$ cat src/rtl/loader_mem_arbiter_if.sv
// loader_mem_arbiter_if: loader, core and memory-controller signal bundle for loader_mem_arbiter
interface loader_mem_arbiter_if #(parameter int FIFO_AW = 3);
    logic [21:0]      ld_addr;
    logic [7:0]       ld_data;
    logic             ld_write;
    logic             ld_overflow;
    logic             ld_drained;
    logic [FIFO_AW:0] fifo_level;
    logic             core_req;
    logic [21:0]      core_addr;
    logic             core_we;
    logic [7:0]       core_wdata;
    logic             core_ack;
    logic [7:0]       core_rdata;
    logic             mem_req;
    logic [21:0]      mem_addr;
    logic             mem_we;
    logic [7:0]       mem_wdata;
    logic             mem_ack;
    logic [7:0]       mem_rdata;
    logic [15:0]      ld_checksum;
    modport slave (
        input  ld_addr, ld_data, ld_write, core_req, core_addr, core_we, core_wdata, mem_ack, mem_rdata,
        output ld_overflow, ld_drained, fifo_level, core_ack, core_rdata, mem_req, mem_addr, mem_we,
               mem_wdata, ld_checksum
    );
    modport master (
        output ld_addr, ld_data, ld_write, core_req, core_addr, core_we, core_wdata, mem_ack, mem_rdata,
        input  ld_overflow, ld_drained, fifo_level, core_ack, core_rdata, mem_req, mem_addr, mem_we,
               mem_wdata, ld_checksum
    );
endinterface

$ cat src/rtl/loader_mem_arbiter.sv
// loader_mem_arbiter: loader write FIFO and core requests share one memory port; LDARB_CHECKSUM_EN enables ld_checksum
module loader_mem_arbiter #(
    parameter int FIFO_AW  = 3,
    parameter int LD_BURST = 4
) (
    input logic clk,
    input logic reset,
    loader_mem_arbiter_if.slave bus
);
    localparam int DEPTH = 1 << FIFO_AW;
    typedef enum logic [1:0] {IDLE, LD_XFER, CORE_XFER} state_t;
    state_t state, state_d;
    logic [29:0] fifo [DEPTH];
    logic [FIFO_AW-1:0] wr_ptr, rd_ptr;
    logic [FIFO_AW:0] count;
    logic [7:0] burst_cnt, burst_d;
    logic mem_req, mem_req_d, mem_we, mem_we_d, core_ack, core_ack_d, overflow;
    logic [21:0] mem_addr, mem_addr_d;
    logic [7:0] mem_wdata, mem_wdata_d, core_rdata, core_rdata_d;
    logic pop, push, full;
    // occupancy never exceeds DEPTH, so its MSB alone flags full
    assign full = count[FIFO_AW];
    assign push = bus.ld_write && (!full || pop);
    always_comb begin
        state_d = state;
        mem_req_d = mem_req;
        mem_addr_d = mem_addr;
        mem_we_d = mem_we;
        mem_wdata_d = mem_wdata;
        core_ack_d = 1'b0;
        core_rdata_d = core_rdata;
        burst_d = burst_cnt;
        pop = 1'b0;
        case (state)
            IDLE:
                if (count != '0 && (!bus.core_req || burst_cnt < 8'(LD_BURST))) begin
                    pop = 1'b1;
                    state_d = LD_XFER;
                    mem_req_d = 1'b1;
                    mem_we_d = 1'b1;
                    {mem_addr_d, mem_wdata_d} = fifo[rd_ptr];
                end else if (bus.core_req) begin
                    state_d = CORE_XFER;
                    mem_req_d = 1'b1;
                    mem_we_d = bus.core_we;
                    mem_addr_d = bus.core_addr;
                    mem_wdata_d = bus.core_wdata;
                end
            LD_XFER:
                if (bus.mem_ack) begin
                    state_d = IDLE;
                    mem_req_d = 1'b0;
                    burst_d = !bus.core_req ? 8'd0 : burst_cnt == 8'hff ? burst_cnt : burst_cnt + 8'd1;
                end
            CORE_XFER:
                if (bus.mem_ack) begin
                    state_d = IDLE;
                    mem_req_d = 1'b0;
                    core_ack_d = 1'b1;
                    burst_d = 8'd0;
                    core_rdata_d = mem_we ? core_rdata : bus.mem_rdata;
                end
            default: state_d = IDLE;
        endcase
    end
    always_ff @(posedge clk) begin
        if (reset) begin
            state <= IDLE;
            mem_req <= 1'b0;
            mem_addr <= '0;
            mem_we <= 1'b0;
            mem_wdata <= '0;
            core_ack <= 1'b0;
            core_rdata <= '0;
            burst_cnt <= '0;
            wr_ptr <= '0;
            rd_ptr <= '0;
            count <= '0;
            overflow <= 1'b0;
        end else begin
            state <= state_d;
            mem_req <= mem_req_d;
            mem_addr <= mem_addr_d;
            mem_we <= mem_we_d;
            mem_wdata <= mem_wdata_d;
            core_ack <= core_ack_d;
            core_rdata <= core_rdata_d;
            burst_cnt <= burst_d;
            wr_ptr <= wr_ptr + FIFO_AW'(push);
            rd_ptr <= rd_ptr + FIFO_AW'(pop);
            count <= count + (FIFO_AW+1)'(push) - (FIFO_AW+1)'(pop);
            overflow <= overflow || (bus.ld_write && !push);
        end
    end
    always_ff @(posedge clk) if (push) fifo[wr_ptr] <= {bus.ld_addr, bus.ld_data};
`ifdef LDARB_CHECKSUM_EN
    logic [15:0] checksum;
    always_ff @(posedge clk) begin
        if (reset) checksum <= '0;
        else if (state == LD_XFER && bus.mem_ack) checksum <= checksum + {8'd0, mem_wdata};
    end
    assign bus.ld_checksum = checksum;
`else
    assign bus.ld_checksum = 16'd0;
`endif
    assign bus.mem_req = mem_req;
    assign bus.mem_addr = mem_addr;
    assign bus.mem_we = mem_we;
    assign bus.mem_wdata = mem_wdata;
    assign bus.core_ack = core_ack;
    assign bus.core_rdata = core_rdata;
    assign bus.fifo_level = count;
    assign bus.ld_overflow = overflow;
    assign bus.ld_drained = count == '0 && state != LD_XFER;
endmodule

$ cat src/flat_wrapper.sv
// flat-port wrapper written by rule: the top's interface ports become plain ports
module loader_mem_arbiter_flat 
#(
    parameter int FIFO_AW  = 3,
    parameter int LD_BURST = 4
)
  (clk, reset, bus_ld_addr, bus_ld_data, bus_ld_write, bus_core_req, bus_core_addr, bus_core_we, bus_core_wdata, bus_mem_ack, bus_mem_rdata, bus_ld_overflow, bus_ld_drained, bus_fifo_level, bus_core_ack, bus_core_rdata, bus_mem_req, bus_mem_addr, bus_mem_we, bus_mem_wdata, bus_ld_checksum);
  loader_mem_arbiter_if #(.FIFO_AW(FIFO_AW)) bus_i ();
  input logic clk;
  input logic reset;
  input wire logic [$bits(bus_i.ld_addr)-1:0] bus_ld_addr;
  input wire logic [$bits(bus_i.ld_data)-1:0] bus_ld_data;
  input wire logic [$bits(bus_i.ld_write)-1:0] bus_ld_write;
  input wire logic [$bits(bus_i.core_req)-1:0] bus_core_req;
  input wire logic [$bits(bus_i.core_addr)-1:0] bus_core_addr;
  input wire logic [$bits(bus_i.core_we)-1:0] bus_core_we;
  input wire logic [$bits(bus_i.core_wdata)-1:0] bus_core_wdata;
  input wire logic [$bits(bus_i.mem_ack)-1:0] bus_mem_ack;
  input wire logic [$bits(bus_i.mem_rdata)-1:0] bus_mem_rdata;
  output wire logic [$bits(bus_i.ld_overflow)-1:0] bus_ld_overflow;
  output wire logic [$bits(bus_i.ld_drained)-1:0] bus_ld_drained;
  output wire logic [$bits(bus_i.fifo_level)-1:0] bus_fifo_level;
  output wire logic [$bits(bus_i.core_ack)-1:0] bus_core_ack;
  output wire logic [$bits(bus_i.core_rdata)-1:0] bus_core_rdata;
  output wire logic [$bits(bus_i.mem_req)-1:0] bus_mem_req;
  output wire logic [$bits(bus_i.mem_addr)-1:0] bus_mem_addr;
  output wire logic [$bits(bus_i.mem_we)-1:0] bus_mem_we;
  output wire logic [$bits(bus_i.mem_wdata)-1:0] bus_mem_wdata;
  output wire logic [$bits(bus_i.ld_checksum)-1:0] bus_ld_checksum;
  assign bus_i.ld_addr = bus_ld_addr;
  assign bus_i.ld_data = bus_ld_data;
  assign bus_i.ld_write = bus_ld_write;
  assign bus_i.core_req = bus_core_req;
  assign bus_i.core_addr = bus_core_addr;
  assign bus_i.core_we = bus_core_we;
  assign bus_i.core_wdata = bus_core_wdata;
  assign bus_i.mem_ack = bus_mem_ack;
  assign bus_i.mem_rdata = bus_mem_rdata;
  assign bus_ld_overflow = bus_i.ld_overflow;
  assign bus_ld_drained = bus_i.ld_drained;
  assign bus_fifo_level = bus_i.fifo_level;
  assign bus_core_ack = bus_i.core_ack;
  assign bus_core_rdata = bus_i.core_rdata;
  assign bus_mem_req = bus_i.mem_req;
  assign bus_mem_addr = bus_i.mem_addr;
  assign bus_mem_we = bus_i.mem_we;
  assign bus_mem_wdata = bus_i.mem_wdata;
  assign bus_ld_checksum = bus_i.ld_checksum;
  loader_mem_arbiter #(.FIFO_AW(FIFO_AW), .LD_BURST(LD_BURST)) u_core (.clk(clk), .reset(reset), .bus(bus_i));
endmodule
$ cat config.mk
export PLATFORM = sky130hd
export DESIGN_NAME = loader_mem_arbiter_flat
export DESIGN_NICKNAME = d
export VERILOG_FILES = /design/src/rtl/loader_mem_arbiter_if.sv /design/src/rtl/loader_mem_arbiter.sv /design/src/flat_wrapper.sv
export SDC_FILE = /design/constraint.sdc
export NUM_CORES = 1
export LEC_CHECK = 0
export CORE_MARGIN = 8
export CORE_UTILIZATION = 50
export DETAILED_ROUTE_END_ITERATION = 7
export PLACE_DENSITY_LB_ADDON = 0.12
export REMOVE_ABC_BUFFERS = 1
export SLEW_MARGIN = 10
export SYNTH_ARGS = -nofsm -noshare
export SYNTH_HDL_FRONTEND = slang
export SYNTH_SLANG_ARGS = --single-unit
$ cat constraint.sdc
create_clock -name clk -period 6.4 [get_ports clk]
set_input_delay 1.28 -clock clk [delete_from_list [all_inputs] [get_ports clk]]
set_output_delay 1.28 -clock clk [all_outputs]
set_load 0.05 [all_outputs]
After elaboration in Yosys (flattened, before gate mapping):

Memory sizes are Yosys's and may differ from the RTL's. A register that Yosys moved wholly into a read port is not among the register bits.
Index checks and enable logic that the tools add are counted.

* magnitude comparators: 1
* mux-type cells: 25
* $add $sub $neg: 5
* reduce and logical (&&, ||, !) cells: 23
* $mul: 0
* eq/ne operators: 9
* div/mod/pow operators: 0
* bitwise logic cells: 2
* shifts and indexed selects: 0

Operator list (number)
* two-way mux 8 bit: 6
* two-way mux 22 bit: 2
* case mux 8 bit (2 select lines): 1
* two-way mux 1 bit: 10
* adder 8 x 1 -> 8 bit (second input constant): 1
* == test 8 bit (second input constant): 1
* < comparator 8 x 3 -> 1 bit (second input constant): 1
* adder 3 x 1 -> 3 bit: 2
* two-way mux 2 bit: 3
* AND reduction 3 bit: 2
* nonzero test 2 bit: 3
* adder 4 x 1 -> 4 bit: 1
* logical AND 1 bit: 4
* logical NOT 4 bit: 1
* inequality test 2 x 1 -> 1 bit (second input constant): 2
* inequality test 2 bit (second input constant): 2
* case mux 2 bit (2 select lines): 1
* AND reduction 2 bit: 2
* AND reduction 4 bit: 1
* nonzero test 4 bit: 1
* OR reduction 2 bit: 2
* subtractor 4 x 1 -> 4 bit: 1
* logical NOT 1 bit: 3
* logical OR 1 bit: 3
* 8 further kinds: 9

* bits in registers: 62
* memory bits (writable): 240
* memories: 1
* input port bits: 74
* latch bits: 0
* ROM bits: 0
* word-level logic and storage cells: 78
* output and inout bits: 63

Memories
* u_core.fifo: words 8, width 30, rd ports 1, clocked after memory_dff 1, wr ports 1, line loader_mem_arbiter.sv:13 `logic [29:0] fifo [DEPTH];`

Depth between registers and ports, before layout:

Gate-level depths: netlist of the first run.

* depth after elaboration: 10
* mapped depth: 12
* mapped depth without buffers: 12

Worst setup path after synthesis of the first run:

OpenSTA, ideal clock, no wires.

* kind: input -> register
* from: in bus_core_req
* to: mem u_core.fifo[6][0] (enable)
* data arrival time: 4914 ps
* path buffers: 0
* library setup time: 503 ps
* slack: 983 ps
* required time: 5897 ps
* stages on the path: 4
* path through: inv_1 a31oi_1 o21a_1 nor4b_1

* cells in the longest elaborated chain, start to end: 9

RTL lines
* start, declared: line flat_wrapper.sv:14 `input wire logic [$bits(bus_i.core_req)-1:0] bus_core_req;`
* logical NOT 1 bit: line loader_mem_arbiter.sv:36 `if (count != '0 && (!bus.core_req || burst_cnt < 8'(LD_BURST))) begin`
* logical OR 1 bit: line loader_mem_arbiter.sv:36
* logical AND 1 bit: line loader_mem_arbiter.sv:36
* two-way mux 1 bit: line loader_mem_arbiter.sv:36
* two-way mux 1 bit: line loader_mem_arbiter.sv:34 `case (state)`
* logical OR 1 bit: line loader_mem_arbiter.sv:23 `assign push = bus.ld_write && (!full || pop);`
* logical AND 1 bit: line loader_mem_arbiter.sv:23
* two-way mux 1 bit: line loader_mem_arbiter.sv:95 `always_ff @(posedge clk) if (push) fifo[wr_ptr] <= {bus.ld_addr, bus.ld_data};`
* two-way mux 1 bit (implied by the code): line loader_mem_arbiter.sv:95
* end, declared: line loader_mem_arbiter.sv:13

No other way between the ends.

Final worst setup path of the first run:

* from: reg u_core.count[2] (netlist: u_core.bus.fifo_level[2])
* to: out bus_ld_drained

* cells in the longest elaborated chain, start to end: 2

RTL lines
* start, declared: line loader_mem_arbiter.sv:15 `logic [FIFO_AW:0] count;`
* start signal, assigned: line loader_mem_arbiter.sv:91 `count <= count + (FIFO_AW+1)'(push) - (FIFO_AW+1)'(pop);`
* logical NOT 4 bit: line loader_mem_arbiter.sv:114 `assign bus.ld_drained = count == '0 && state != LD_XFER;`
* logical AND 1 bit: line loader_mem_arbiter.sv:114
* end, declared: line flat_wrapper.sv:21 `output wire logic [$bits(bus_i.ld_drained)-1:0] bus_ld_drained;`

No other way between the ends.

==> metrics.md, run 1 <==
| Metric | Value |
|---|---|
| Reg power frac | 43.3% |
| CP endpoint kind | output port |
| GRT Residual Overflow | 0 |
| Hold-fix buffers, CTS | 0 |
| Core Rows | 57 |
| R2r worst-path depth | 7 |
| Reg2Reg Capture Point | u_core.fifo[2][20] |
| Tcrit/Tclk final | 60.4% |
| Area share of the largest cell type after synthesis | 59.2% |
| CTS tree | built |
| Hpwl dp | 14,300 um |
| Antenna Nets Post-Route | 0 |
| Hold_ws | between 0.4 and 0.5 ns |
| Yosys cell types | between 40 and 50 |
| Via density | around 5.6 |
| DRT iter0 DRCs | between 300 and 400 |
| Req. time, crit path | 5.12 ns |
| CTS resizes | 0 |
| Skew-Pair Late Insertion Delay | 0.55 ns |
| Synth area leader | edfxtp_1 |
| MaxCap Viol Count | 0 |
| EDFF count, synth | 240 |
| Crit-path max FO | 3 |
| GPL Wtd Cong | 0.804 |
| Global-route wire length before repair | 38,500 um |
| Post-synthesis sequential area ratio | 69.4% |
| Avg Cell Area, Syn | 18.7 um^2 |
| CTS buffer count | 31 |
| Final worst setup slack | 2.53 ns |
| Pin count of the biggest net entering global routing | 62 |
| RSZ-0062 raised after global routing | false |
| Comb pwr share | about a quarter |
| Critical Path Start Type | flop |
| CTS H-Tree Depth | 1 |
| Worst min path class | reg -> reg |
| Status | finished clean |
| Die ar. | 29,600 um^2 |
| Share of cells above drive strength 1 | 13.3% |
| PortBufs | 120 |
| Final net count | 871 |
| Reg-to-Reg Start | u_core.bus.fifo_level[3] |
| CTS sink cnt | 302 |
| DR DRC count | 0 |
| Vert. Die Dim | 172 um |
| Critical Path AT | 2.59 ns |
| Synthesized area | 12,200 um^2 |
| Setup slack at placement | between 2 and 2.5 ns |
| Clock Path Buffers | 3 |
| Final Setup Violations | 0 |
| Clock share of power | 30.7% |
| CP Launch Point | u_core.bus.fifo_level[2] |
| Vias | 6,326 |
| CTS root buf | clkbuf_16 |
| Power per cell area | 394 nW/um^2 |
| Top_reg_cell synth | edfxtp_1 |
| Mapped Cells | 652 |
| Vias in the first global route | 6,803 |
| Rel. slew slack | a little over a quarter |
| F_max | 259 MHz |
| GRT Util Overall | between 10% and 20% |
| Async set-reset flop share out of synthesis | 0% |
| Max-slew violations | 0 |
| Switch share | slightly below 30% |
| Worst clock skew | 0.0134 ns |
| Setup CP Type | reg -> out |
| Clock slew at reported path FFs | 0.06 ns |
| Area Overhead vs Synth | 21.1% |
| Top cells by area, synth | edfxtp_1 (59%), mux4_1 (13%), dfxtp_1 (10%) |
| Total Power | 5.81 mW |
| Crit path to | bus_ld_drained |
| Core area | 24,100 um^2 |
| Fin Setup TNS | 0 ns |
| Final WL | around 25,000 um |
| Setup repair bufs after CTS | 0 |
| Hold Fails Final Rpt | 0 |
| Wirelength per Cell | 21.9 um |
| Reg2reg setup slack | 3.32 ns |
| Ports | 137 |
| Synth warn | 0 |
| Initial Util | about half |
| Worst-margin pin slew | 1.09 ns |
| Internal Power | about 4 mW |
| Synth Register Bits | between 300 and 400 |
| Antenna violations before repair | 2 |
| Worst vdd ir | between 300 and 400 uV |
| Leakage power | 5.05 nW |
| Minimum clock period | 3.87 ns |
| NetSw | 1.72 mW |
| ANT cells | 0 |
| Die W | about 170 um |
| Detailed Routing Iterations Pass 1 | 5 |
==> power by group through the flow <==
| stage | registers [mW] | logic (mW) | clock network (mW) |
|---|---|---|---|
| finish | 2.52 | 1.51 | 1.78 |
| global route | 2.55 | 1.63 | 1.90 |
| detailed placement | 2.56 | 1.53 | 0 |
| CTS | 2.52 | 1.54 | 1.82 |
| global placement | 2.55 | 1.50 | 0 |
| floorplan | 2.78 | 0.778 | 0 |
==> critical path, stage by stage, from the launching register on <==
cell	delay (ns)
dfxtp_1	0.33
inv_1	0.08
ha_1	0.20
or3b_2	0.49
nor2_1	0.13
clkdlybuf4s50_1	0.82
==> per-layer routing <==
metal	part of all wire [%]	global-route usage (%)
met3	6.2	3.42
met5	0.11	0
met4	1.4	4.12
met1	44	22.6
met2	49	28.0
==> cells in the mapped netlist, drive strengths merged (2+ instances only) <==
cell type	count
inv	11
and2	31
nor3	6
ha	14
and4b	3
buf	28
nand3	7
mux2	30
a211oi	2
or3b	2
mux2i	8
a21oi	10
mux4	60
a221o	30
nand4	2
dfxtp	62
a32o	2
edfxtp	240
clkbuf	19
nor4bb	5
nor2b	11
nor2	25
nand2	8
o21a	3
and3	2
o221a	2
nand2b	2
xnor2	4
and4	2
o21ai	7
==> worst min-delay path by stage <==
stage                           startpoint                     end  slack (ns)  cells after the start
finish              u_core.bus.ld_overflow  u_core.bus.ld_overflow        0.45                      2
global route        u_core.bus.ld_overflow  u_core.bus.ld_overflow        0.48                      2
CTS                 u_core.bus.ld_overflow  u_core.bus.ld_overflow        0.46                      2
global placement    u_core.bus.ld_overflow  u_core.bus.ld_overflow        0.44                      2
detailed placement  u_core.bus.ld_overflow  u_core.bus.ld_overflow        0.44                      2
floorplan              u_core.burst_cnt[1]     u_core.burst_cnt[1]        0.46                      2
==> cells in the final DEF, fill, tap and decap left out, types with 11 or more instances in the layout <==
cell type / count
edfxtp_1: 240
clkdlybuf4s50_1: 120
mux4_1: 60
dfxtp_1: 59
and2_1: 31
clkbuf_16: 31
mux2_2: 30
a221o_1: 30
nor2_1: 24
conb_1: 16
ha_1: 14
inv_1: 11
nor2b_1: 11
==> through the flow <==
stage | util (%) | instances | area, um^2
6_report | 61.1 | 1131 | 14700
3_5_place_dp | 56.9 | 1073 | 13700
3_3_place_gp | 56.9 | 1073 | 13700
2_1_floorplan | - | 620 | 11900
4_1_cts | 61.1 | 1131 | 14700
5_1_grt | 61.1 | 1131 | 14700
==> cell type report <==
cell class,count,area [um^2]
fill,1787,9370
multi-input combinational,307,3540
sequential,302,8450
clock inverter,19,180
clock buffer,39,846
inverter,11,41.3
timing repair buffer,129,1270
tap,324,405
==> registers in the layout, summed over array words and instances, names as in the netlist <==
signal / cells
u_core.burst_cnt: 8
u_core.bus.core_ack: 1
u_core.bus.core_rdata: 8
u_core.bus.fifo_level: 4
u_core.bus.ld_overflow: 1
u_core.bus.mem_addr: 22
u_core.bus.mem_req: 1
u_core.bus.mem_wdata: 8
u_core.bus.mem_we: 1
u_core.fifo: 240
u_core.rd_ptr: 3
u_core.state: 2
u_core.wr_ptr: 3
==> cell families after synthesis <==
group / count (synthesis) / share of synthesized area [%]
DFF: 302 / 69.4
and+or+nand+nor: 112 / 5.36
muxes: 98 / 16.4
AOI/OAI and AO/OA: 62 / 4.21
buffers and inverters: 58 / 2.74
adders and majority gates: 15 / 1.60
xor gates and xnor gates: 4 / 0.288
other: 1 / 0.0308
Power figures use the tool's default switching activity.
==> inputs of run 2 (changes only) <==
Clock period 6.4 ns to 3.25 ns, I/O delays scaled along.
==> metrics.md, run 2 (synthesized netlist as in run 1, its figures left out) <==
| Metric | Value |
|---|---|
| Total Power | 11.5 mW (+97%) |
| Final Setup Violations | 0 (unchanged) |
| Critical Path AT | 2.15 ns (-0.44 ns) |
| Top layer in use | met5 |
| CTS H-Tree Depth | 1 (unchanged) |
| Setup repair bufs after CTS | 0 (unchanged) |
| Placed Cells | 1,078 (+0.47%) |
| Clock Path Buffers | 3 (unchanged) |
| Hpwl dp | 14,700 um (+2.6%) |
| Rel. slew slack | 31.2% (+4.2 points) |
| Worst min path class | reg -> reg |
| Worst clock skew | 0.00986 ns (-0.00351 ns) |
| PortBufs | 120 (unchanged) |
| Power per cell area | 771 nW/um^2 (+95%) |
| Minimum clock period | 2.80 ns |
| Crit-path cells | inv_1, ha_1, or3b_2, nor2_1, dlymetal6s2s_1 |
| Crit-path max FO | 4 (+1) |
| Clock slew at reported path FFs | 0.06 ns (about the same) |
| MaxCap Viol Count | 0 (unchanged) |
| Worst-margin pin slew | 1.03 ns (-0.0629 ns) |
| Area Overhead vs Synth | 22.0% |
| RSZ-0062 raised after global routing | false |
| Commonest cells after routing, fill and taps aside | edfxtp_1 (240), clkdlybuf4s50_1 (119), mux4_1 (60) |
| Pin count of the biggest net entering global routing | 41 (-34%) |
| Die W | 172 um (unchanged) |
| F_max | roughly 360 MHz |
| Final WL | 24,700 um (-0.22%) |
| ANT cells | 0 (unchanged) |
| GPL Wtd Cong | 0.774 (-3.6%) |
| Max reg flops | 240 (unchanged) |
| Commonest non-fill, non-tap cell in the layout | edfxtp_1 |
| Critical Path Start Type | flop |
| Vias | 6,356 (+0.47%) |
| Initial Util | 50.5% (unchanged) |
| Slowest stage cell, crit path | or3b_2 |
| WL met1 | 10,800 um (+0.52%) |
| Max-slew violations | 0 (unchanged) |
| Antenna Nets Post-Route | 0 (unchanged) |
| Hold Fails Final Rpt | 0 (unchanged) |
| Share of cells above drive strength 1 | 13.6% (+0.32 points) |
| Vias in the first global route | 6,816 (+0.19%) |
| Core Rows | 57 (unchanged) |
| Hold-fix buffers, CTS | 0 (unchanged) |
| CTS tree | built |
| Met2 Wirelength | 12,000 um (-0.29%) |
| Wirelength per Cell | 21.7 um (-0.49%) |
| Vert. Die Dim | 172 um (unchanged) |
| CP max stage delay | 0.50 ns (-0.32 ns) |
| Leakage power | 5.10 nW (+0.89%) |
| Skew-Pair Late Insertion Delay | 0.54 ns (about the same) |
| Req. time, crit path | 2.60 ns (-2.52 ns) |
| Tcrit/Tclk final | 86.2% |
| Global-route wire length before repair | 37,600 um (-2.3%) |
| Setup CP Type | reg -> out |
| Core area | 24,100 um^2 (unchanged) |
| Met3 wire length | 1430 um (-6.5%) |
| CTS root buf | clkbuf_16 |
| Final net count | 875 (+0.46%) |
| Utilization after layout | 61.6% (+0.48 points) |
| Top flop regs | u_core.fifo: 240 flops, u_core.bus.mem_addr: 22 flops |
| Via density | 5.60 (+0.21%) |
| Hold_ws | 0.455 ns (+0.00305 ns) |
| Worst vdd ir | 524 uV (+44%) |
| Antenna violations before repair | 1 (-1) |
| CTS sink cnt | 302 (unchanged) |
| Status | finished clean |
| DRT iter0 DRCs | 302 (-23%) |
| Detailed Routing Iterations Pass 1 | 4 (-1) |
| CTS resizes | 0 (unchanged) |
| Ports | 137 (unchanged) |
| CP endpoint kind | output port |
| DR DRC count | 0 (unchanged) |
| Non-Filler Instances | 1,134 (+0.27%) |
| Die ar. | 29,600 um^2 (unchanged) |
| GRT Util Overall | 16.6% (-0.25 points) |
| CTS buffer count | 30 (-3.2%) |
| Fillers | 1,791 (+0.22%) |
| GRT Residual Overflow | 0 (unchanged) |
| Largest reg by FF count | u_core.fifo |
[run 2: final cells by class]
cell class              count  area (um^2)  area share, %
inverters                  11         41.3          0.278
flip-flops and latches    302         8450           56.9
clock buffers              45          898           6.05
clock inverters            11          115          0.775
repair buffers            134         1400           9.40
well taps                 324          405           2.73
multi-input cells         307         3540           23.9
[run 2: worst max-delay path: cells and delay by family (launching register included)]
family	cells	cell delay, ns
flip-flops	1	0.34
buffers and inverters	2	0.49
adder cells (fa/ha/maj)	1	0.16
AND/OR/NAND/NOR	2	0.61
[run 2: path summary, 6_finish.rpt]
check / start / end / slack (ns) / cells after the start
worst min register to register: u_core.bus.ld_overflow / u_core.bus.ld_overflow / 0.45 / 2
worst max-delay path: u_core.bus.fifo_level[3] / bus_ld_drained / 0.45 / 5
worst min-delay path: u_core.bus.ld_overflow / u_core.bus.ld_overflow / 0.45 / 2
worst max register to register: u_core.bus.fifo_level[3] / u_core.fifo[1][1] / 0.62 / 6
[run 2: layer usage]
layer,global-route usage [%],vias up
li1,-,2915
met1,21.8,3233
met2,28.1,179
met3,3.56,27
met4,4.05,2
met5,0,-
[run 2: stage by stage]
step	instance area (um^2)	worst slack [ns]	setup TNS (ns)
2_1_floorplan	11900	-1.97	-267.90
3_3_place_gp	13800	0.207	0
3_5_place_dp	13800	0.188	0
4_1_cts	14900	0.0424	0
5_1_grt	14900	0.327	0
6_report	14900	0.447	0
[run 2: power by group]
part / leakage (nW) / switching, mW / internal [mW]
combinational: 1.92 / 1.70 / 1.45
clock: 0.491 / 1.37 / 2.06
sequential: 2.69 / 0.286 / 4.58
==> inputs of run 3 (changes only) <==
Settings changed: SETUP_SLACK_MARGIN set to 0.2.
==> metrics.md, run 3 (synthesized netlist as in run 1, its figures left out) <==
| Metric | Value |
|---|---|
| CP max stage delay | 0.54 ns (+0.04 ns) |
| Critical Path Start Type | flop |
| Core Rows | 57 (unchanged) |
| Minimum clock period | 2.89 ns (+0.0882 ns) |
| Antenna violations before repair | 1 (unchanged) |
| Total Power | 11.4 mW (about the same) |
| Top flop regs | u_core.fifo: 240 flops, u_core.bus.mem_addr: 22 flops |
| CTS root buf | clkbuf_16 |
| Skew-Pair Late Insertion Delay | 0.54 ns (about the same) |
| Share of cells above drive strength 1 | 13.6% (unchanged) |
| Die W | 172 um (unchanged) |
| Crit-path max FO | 4 (unchanged) |
| Rel. slew slack | 31.3% (+0.038 points) |
| Via density | 5.61 (+0.13%) |
| Clock slew at reported path FFs | 0.06 ns (about the same) |
| Final Cell Area | 14,900 um^2 (about the same) |
| Post-DP Area | 13,800 um^2 (unchanged) |
| Hold_ws | 0.455 ns (-0.000115 ns) |
| Worst vdd ir | 513 uV (-2.1%) |
| CTS H-Tree Depth | 1 (unchanged) |
| Leakage power | 5.09 nW (-0.21%) |
| Hold Fails Final Rpt | 0 (unchanged) |
| Final Setup Violations | 0 (unchanged) |
| Setup CP Type | reg -> out |
| Final WL | 24,700 um (unchanged) |
| Wirelength per Cell | 21.7 um (unchanged) |
| Setup slack at placement | 0.188 ns (unchanged) |
| Fin Setup TNS | 0 ns (unchanged) |
| Core area | 24,100 um^2 (unchanged) |
| Setup repair bufs after CTS | 0 (unchanged) |
| Final worst setup slack | 0.359 ns (-0.0882 ns) |
| Buf+Inv Stages, Crit Path | 2 (unchanged) |
| Commonest cells after routing, fill and taps aside | edfxtp_1 (240), clkdlybuf4s50_1 (119), mux4_1 (60) |
| CTS resizes | 1 (+1) |
| Hold-fix buffers, CTS | 0 (unchanged) |
| DRT iter0 DRCs | 319 (+5.6%) |
| Status | finished clean |
| Reg-to-Reg Start | u_core.bus.fifo_level[3] |
| Delay-heaviest family, CP | buffers and inverters |
| Final net count | 875 (unchanged) |
| RSZ-0062 raised after global routing | false |
| Ports | 137 (unchanged) |
| Antenna Nets Post-Route | 0 (unchanged) |
| CP Launch Point | u_core.bus.fifo_level[3] |
| Reg2reg setup slack | 0.63 ns (about the same) |
| Commonest non-fill, non-tap cell in the layout | edfxtp_1 |
| Hpwl dp | 14,700 um (unchanged) |
| F_max | 346 MHz (-3.1%) |
| Area Overhead vs Synth | 22.0% (about the same) |
| Max-slew violations | 0 (unchanged) |
| R2r worst-path depth | 6 (unchanged) |
| Worst-margin pin slew | 1.03 ns (-0.000576 ns) |
| CTS sink cnt | 302 (unchanged) |
| Pin count of the biggest net entering global routing | 41 (unchanged) |
| GPL Wtd Cong | 0.774 (unchanged) |
| Critical Path AT | 2.24 ns (+0.09 ns) |
| Crit-path cells | inv_1, ha_1, or3b_2, nor2_1, dlygate4sd2_1 |
| MaxCap Viol Count | 0 (unchanged) |
| CTS tree | built |
| GRT Residual Overflow | 0 (unchanged) |
| CP endpoint kind | output port |
| Vias | 6,364 (+0.13%) |
| Die ar. | 29,600 um^2 (unchanged) |
| DR DRC count | 0 (unchanged) |
| GRT Util Overall | 16.6% (unchanged) |
| Clock Path Buffers | 3 (unchanged) |
| Worst clock skew | 0.00927 ns (-0.000590 ns) |
| Initial Util | 50.5% (unchanged) |
| ANT cells | 0 (unchanged) |
| Slowest stage cell, crit path | dlygate4sd2_1 |
| Req. time, crit path | 2.60 ns (about the same) |
| Crit path depth | 5 (unchanged) |
| Worst min path class | reg -> reg |
| Detailed Routing Iterations Pass 1 | 4 (unchanged) |
| Power per cell area | 771 nW/um^2 (about the same) |
| Reg2Reg Capture Point | u_core.fifo[1][1] |
| Largest reg by FF count | u_core.fifo |
| Fillers | 1,791 (unchanged) |
| PortBufs | 120 (unchanged) |
| CTS buffer count | 30 (unchanged) |
| Vias in the first global route | 6,816 (unchanged) |
| Crit path to | bus_ld_drained |
| Vert. Die Dim | 172 um (unchanged) |
| Global-route wire length before repair | 37,600 um (unchanged) |
| Max reg flops | 240 (unchanged) |
| Tcrit/Tclk final | 89.0% (+2.7 points) |
## run 3: metrics by stage
step	instances	utilization [%]
final	1134	61.6
after global routing	1134	61.6
after CTS	1134	61.6
after detailed placement	1078	57.4
after global placement	1078	57.4
after floorplan	620	-
## run 3: worst min-delay path: cells and delay by family (launching register included)
kind	cells	cell delay, ns
buf+inv	1	0.05
flops	1	0.31
compound gates	1	0.05
## run 3: worst min path at each step
stage                            from                endpoint  slack, ns  cells past startpoint
2_1_floorplan     u_core.burst_cnt[1]     u_core.burst_cnt[1]       0.46                      2
3_3_place_gp   u_core.bus.ld_overflow  u_core.bus.ld_overflow       0.44                      2
3_5_place_dp   u_core.bus.ld_overflow  u_core.bus.ld_overflow       0.44                      2
4_1_cts        u_core.bus.ld_overflow  u_core.bus.ld_overflow       0.46                      2
5_1_grt        u_core.bus.ld_overflow  u_core.bus.ld_overflow       0.48                      2
6_report       u_core.bus.ld_overflow  u_core.bus.ld_overflow       0.45                      2
## run 3: power by group
part	internal [mW]	total (mW)	leakage (nW)	switching, mW
clock network	2.06	3.44	0.491	1.37
logic	1.45	3.14	1.91	1.70
registers	4.58	4.87	2.69	0.285
total	8.09	11.4	5.09	3.35
## run 3: metal layers
metal  vias to the layer above  part of all wire, %  global-route usage [%]
met1                      3234                   44                    21.8
li1                       2917                    -                       -
met5                         -                0.053                       0
met2                       181                   49                    28.1
met3                        30                  5.9                    3.56
met4                         2                  1.6                    4.05
## run 3: cell type report
cell class                      instances  area [um^2]  area share (%)
Multi-Input combinational cell        307         3540            23.9
Inverter                               11         41.3           0.278
Clock inverter                         11          115           0.775
Sequential cell                       302         8450            56.9
Timing Repair Buffer                  134         1390            9.38
Clock buffer                           45          898            6.05
Tap cell                              324          405            2.73
